==> src/rtl/lf_pkg.sv <==
// Shared encodings for the line-follower motor controller.
// Commands, per-motor drive codes and motion targets.
package lf_pkg;

  localparam logic [2:0] CMD_AUTO    = 3'b000;
  localparam logic [2:0] CMD_FORWARD = 3'b001;
  localparam logic [2:0] CMD_RIGHT   = 3'b010;
  localparam logic [2:0] CMD_LEFT    = 3'b011;
  localparam logic [2:0] CMD_STOP    = 3'b100;
  localparam logic [2:0] CMD_REVERSE = 3'b101;

  localparam logic [1:0] DRV_OFF = 2'b00;
  localparam logic [1:0] DRV_REV = 2'b01;
  localparam logic [1:0] DRV_FWD = 2'b10;

  typedef struct packed {
    logic [1:0] m1;
    logic [1:0] m2;
  } tgt_t;

  localparam tgt_t TGT_FORWARD = '{m1: DRV_FWD, m2: DRV_FWD};
  localparam tgt_t TGT_RIGHT   = '{m1: DRV_FWD, m2: DRV_OFF};
  localparam tgt_t TGT_LEFT    = '{m1: DRV_OFF, m2: DRV_FWD};
  localparam tgt_t TGT_STOP    = '{m1: DRV_OFF, m2: DRV_OFF};
  localparam tgt_t TGT_REVERSE = '{m1: DRV_REV, m2: DRV_REV};

endpackage

==> src/rtl/motor_deadtime.sv <==
// One motor's registered H-bridge drive with reversal dead-time.
// Ports: clk, rst_n, tgt (target drive), a (fwd), b (rev).
module motor_deadtime
  import lf_pkg::*;
#(
  parameter int unsigned DEAD_CYCLES = 2
) (
  input  logic       clk,
  input  logic       rst_n,
  input  logic [1:0] tgt,
  output logic       a,
  output logic       b
);

  localparam logic [3:0] CNT_INIT = 4'(DEAD_CYCLES);

  logic [1:0] drv, drv_n;
  logic [3:0] cnt, cnt_n;
  logic       rev;

  assign rev = (drv == DRV_FWD && tgt == DRV_REV) ||
               (drv == DRV_REV && tgt == DRV_FWD);

  always_comb begin
    drv_n = drv;
    cnt_n = cnt;
    if (cnt != 4'd0) begin
      // dead-time running: output is OFF
      if (tgt == DRV_OFF) begin
        drv_n = DRV_OFF;
        cnt_n = 4'd0;
      end else if (cnt == 4'd1) begin
        drv_n = tgt;
        cnt_n = 4'd0;
      end else begin
        cnt_n = cnt - 4'd1;
      end
    end else if (rev) begin
      drv_n = DRV_OFF;
      cnt_n = CNT_INIT;
    end else begin
      drv_n = tgt;
    end
  end

  always_ff @(posedge clk or negedge rst_n) begin
    if (!rst_n) begin
      drv <= DRV_OFF;
      cnt <= 4'd0;
    end else begin
      drv <= drv_n;
      cnt <= cnt_n;
    end
  end

  assign a = drv[1];
  assign b = drv[0];

endmodule

==> src/rtl/line_follower_voice.sv <==
// Line-follower motor controller with voice-command override.
// Ports: clk, rst_n, s1/s2 sensors, cmd voice command, m1a/m1b/m2a/m2b.
module line_follower_voice
  import lf_pkg::*;
#(
  parameter int unsigned DEAD_CYCLES = 2
) (
  input  logic       clk,
  input  logic       rst_n,
  input  logic       s1,
  input  logic       s2,
  input  logic [2:0] cmd,
  output logic       m1a,
  output logic       m1b,
  output logic       m2a,
  output logic       m2b
);

  logic [2:0] cmd_q;
  logic [1:0] s_meta;
  logic [1:0] s_sync;
  tgt_t       tgt;
  tgt_t       auto_tgt;

  // sensors reset to "line lost" so the robot holds still
  always_ff @(posedge clk or negedge rst_n) begin
    if (!rst_n) begin
      cmd_q  <= CMD_STOP;
      s_meta <= 2'b11;
      s_sync <= 2'b11;
    end else begin
      cmd_q  <= cmd;
      s_meta <= {s1, s2};
      s_sync <= s_meta;
    end
  end

  always_comb begin
    auto_tgt = TGT_STOP;
    unique case (s_sync)
      2'b00:   auto_tgt = TGT_FORWARD;
      2'b10:   auto_tgt = TGT_RIGHT;
      2'b01:   auto_tgt = TGT_LEFT;
      default: auto_tgt = TGT_STOP;
    endcase
  end

  always_comb begin
    tgt = TGT_STOP;
    unique case (cmd_q)
      CMD_AUTO:    tgt = auto_tgt;
      CMD_FORWARD: tgt = TGT_FORWARD;
      CMD_RIGHT:   tgt = TGT_RIGHT;
      CMD_LEFT:    tgt = TGT_LEFT;
      CMD_REVERSE: tgt = TGT_REVERSE;
      default:     tgt = TGT_STOP;
    endcase
  end

  motor_deadtime #(.DEAD_CYCLES(DEAD_CYCLES)) u_m1 (
    .clk   (clk),
    .rst_n (rst_n),
    .tgt   (tgt.m1),
    .a     (m1a),
    .b     (m1b)
  );

  motor_deadtime #(.DEAD_CYCLES(DEAD_CYCLES)) u_m2 (
    .clk   (clk),
    .rst_n (rst_n),
    .tgt   (tgt.m2),
    .a     (m2a),
    .b     (m2b)
  );

endmodule

==> config.mk <==
export PLATFORM = sky130hd
export DESIGN_NAME = line_follower_voice
export DESIGN_NICKNAME = d
export VERILOG_FILES = /design/src/rtl/lf_pkg.sv /design/src/rtl/motor_deadtime.sv /design/src/rtl/line_follower_voice.sv
export SDC_FILE = /design/constraint.sdc
export NUM_CORES = 1
export LEC_CHECK = 0
export ABC_CLOCK_PERIOD_IN_PS = 2100
export BUFFER_PORTS_ARGS = -buffer_cell sky130_fd_sc_hd__buf_2
export CAP_MARGIN = 10
export CORE_UTILIZATION = 50
export CTS_BUF_LIST = sky130_fd_sc_hd__clkbuf_16
export CTS_CLUSTER_SIZE = 10
export DETAILED_ROUTE_END_ITERATION = 8
export MAX_ROUTING_LAYER = met4
export PLACE_DENSITY = 0.76
export SYNTH_ARGS = -nofsm -noshare
export SYNTH_HDL_FRONTEND = slang
export SYNTH_SLANG_ARGS = --single-unit
==> constraint.sdc <==
create_clock -name clk -period 2.1 [get_ports clk]
set_input_delay 0.21 -clock clk [delete_from_list [all_inputs] [get_ports clk]]
set_output_delay 0.21 -clock clk [all_outputs]
set_load 0.1 [all_outputs]
==> results.yml <==
yosys:
  syn-cell-area_um2: 1010
  ys_top_cells_by_count: "14 x dfrtp_1, 14 x nor2_1, 6 x ha_1, 6 x nand2_1"
  postSynth.topFlopCell: "dfrtp_1"
  syn_area_per_cell_um2: 10.1
  netlist_instances: 100
  synth.top_cells.by_area: "dfrtp_1 35%, dfstp_2 13%, ha_1 7.4%"
  ys_types: 37
  synth-seq-area-share_pct: 47.6
  yosys.area.top_type: "dfrtp_1"
  synth-async-reset-ratio_pct: 100
  syn_nets: 113
  number_of_flops_mapped_to_enable_cells_by_yosys: 0
  yosys.area.top_type_share_pct: 34.6
  yosys_warnings: 0
  ys_ff_latch: 19
clock_network:
  clk_path_buf_depth: 2
  clock_insertion_delay_worst_skew_ns: 0.25
  worst_setup_hold_path_clk_slew_ns: 0.05
  cts.htree.levels: 1
  clock_tree.root_cell: "clkbuf_16"
  tritoncts_clock_tree: "done"
  cts_num_sinks: 19
  cts_buffers: 3
routing:
  via_count: 764
  drt_pass1_iterations: 4
  wirelength_um: 1810
  first_iter_violations: 18
  routed_via_density: 5.58
  postRouteAntennaNets: 0
  drc: 0
  drt-wirelength-per-cell_um: 13.2
layout:
  layout-drive-gt1-share_pct: 18.8
  syn2layout_area_growth_pct: 15.5
  fill_cells: 157
  antenna_cells: 0
  regArea_um2: 482
  finalNetCount: 126
  multiInputGateArea_um2: 494
  fin_area_um2: 1170
timing:
  max_freq_ghz: 0.585
  timing.final.setup_violations: 0
  finalCriticalPeriod_ns: 1.71
  timing_worst_slew_pin_value_ns: 0.485
  grt_setup_unrepaired: "false"
  holdWs_ns: 0.0581
  finalCritPeriodShare_pct: 81.4
  timing.slew.headroom_pct: 67.9
  slew_viol_final: 0
  fin_skew_ns: 0.00225
  fin_tns_setup_ns: 0
  fin_ws_ns: 0.392
  final_hold_viol_count: 0
status:
  outcome: "completed"
die:
  core-area_um2: 1800
  die-width_um: 47.0
  ios: 11
  initial_utilization_pct: 56.2
  die_area_um2: 2210
  num_rows: 15
  die_y_um: 47.0
placed_design:
  worst_slack_after_detailed_placement_ns: 0.443
  detailed_place_hpwl_um: 1340
  gp_routability_congestion: 0.881
  port_buffers: 10
  post_dp_cell_area_um2: 1080
power_and_ir_drop:
  ir_drop_uv: 704
  powerDensity_nw_per_um2: 1450
  power.total_mw: 1.69
  power_leakage_nw: 0.523
critical_path:
  timing.critical_path.fanout_max: 4
  cp_data_required_time_ns: 2.28
  startpoint_to_endpoint_class_of_the_critical_path: "flop to flop"
  endpoint_kind: "flop"
  cp-start-kind: "flop"
  arrival_ns: 1.89
  reg2regPathDepth: 6
grt:
  globalRoute.totalOverflow: 0
  number_of_antenna_violations_at_the_first_check_in_global_routing: 0
  grt_start_max_net_pins: 20
  grt_util_all_layers_pct: 19.5
  wire_length_of_the_first_global_routing_pass_um: 2860
  number_of_global_route_vias_before_repair: 682
flow_run:
  maxCapViolCount: 0
min_path:
  hp-class: "input port to flop"
  min_delay_path_depth: 1
## cell families (layout without fill, tap and decap cells)
kind of cell	count (synthesis)	in the layout	share of synthesized area (%)
multiplexers	1	1	1.48
XOR/XNOR	4	4	3.46
adder cells (fa/ha/maj)	6	6	7.42
AND/OR/NAND/NOR	44	44	24.2
flip-flops	19	19	47.6
buffers and inverters	9	21	3.58
AO/OA/AOI/OAI	17	17	12.2
## stage by stage
step	utilization, %	std cells
2_1_floorplan	-	100
3_3_place_gp	59.9	132
3_5_place_dp	59.9	132
4_1_cts	64.9	137
5_1_grt	64.9	137
6_report	64.9	137
## registers in the layout (all words and copies together) (netlist names)
register  flops
cmd_q         3
s_meta        2
s_sync        2
u_m1.cnt      4
u_m1.drv      2
u_m2.cnt      4
u_m2.drv      2
## placed cells by master, fill, tap and decap left out, types with 2 or more instances in the layout
| cell type | n |
|---|---|
| dfrtp_1 | 14 |
| buf_2 | 10 |
| nor3_1 | 5 |
| a32o_1 | 2 |
| inv_1 | 6 |
| dfstp_2 | 5 |
| nand4_1 | 2 |
| nand2_1 | 6 |
| o21ai_0 | 4 |
| nor2b_1 | 2 |
| o22ai_1 | 2 |
| nand3_1 | 4 |
| xnor2_1 | 4 |
| o31ai_1 | 2 |
| clkbuf_16 | 3 |
| nor2_1 | 14 |
| ha_1 | 6 |
## per-layer routing
layer,global-route usage (%),vias to the layer above,share of wire (%)
met5,-,-,0
li1,-,378,-
met1,26.0,361,47
met3,2.31,2,3.4
met2,29.7,23,49
met4,9.14,0,0.66
## power breakdown
| part | switching [mW] | total [mW] | internal (mW) | leakage, nW |
|---|---|---|---|---|
| registers | 0.109 | 0.575 | 0.466 | 0.233 |
| logic | 0.463 | 0.741 | 0.278 | 0.247 |
| clock network | 0.125 | 0.378 | 0.253 | 0.0423 |
## area by class of cell
type                            count  share of cell area, %
Clock buffer                        3                   6.42
Clock inverter                      1                  0.321
Inverter                            6                   1.93
Multi-Input combinational cell     72                   42.3
Sequential cell                    19                   41.2
Tap cell                           25                   2.68
Timing Repair Buffer               11                   5.14
## repair_timing
item | in CTS | in global routing
setup buffers | 0 | 0
hold buffers | 1 | 0
resized for setup | 0 | 0
hold endpoints to repair | 14 | 0
## worst paths after layout
| path | slack (ns) | endpoint | from |
|---|---|---|---|
| setup / recovery | 0.39 | u_m1.drv[1]$_DFFE_PN0P_ | u_m1.cnt[1]$_DFFE_PN0P_ |
| hold / removal | 0.06 | s_meta[0]$_DFF_PN1_ | s2 |
| setup reg to reg | 0.39 | u_m1.drv[1]$_DFFE_PN0P_ | u_m1.cnt[1]$_DFFE_PN0P_ |
| hold reg to reg | 0.36 | s_sync[0]$_DFF_PN1_ | s_meta[0]$_DFF_PN1_ |
| max in group asynchronous | 1.33 | s_sync[1]$_DFF_PN1_ | rst_n |
| min in group asynchronous | 0.44 | u_m2.drv[0]$_DFFE_PN0P_ | rst_n |
## worst max-delay path, stage by stage (launching register included)
cell and delay, ns:
dfrtp_1 0.40, inv_1 0.12, ha_1 0.22, or3b_1 0.43, nor4_1 0.24, o21ai_0 0.14, nand3_1 0.11
Note: power is estimated with default switching activity, not from simulation.
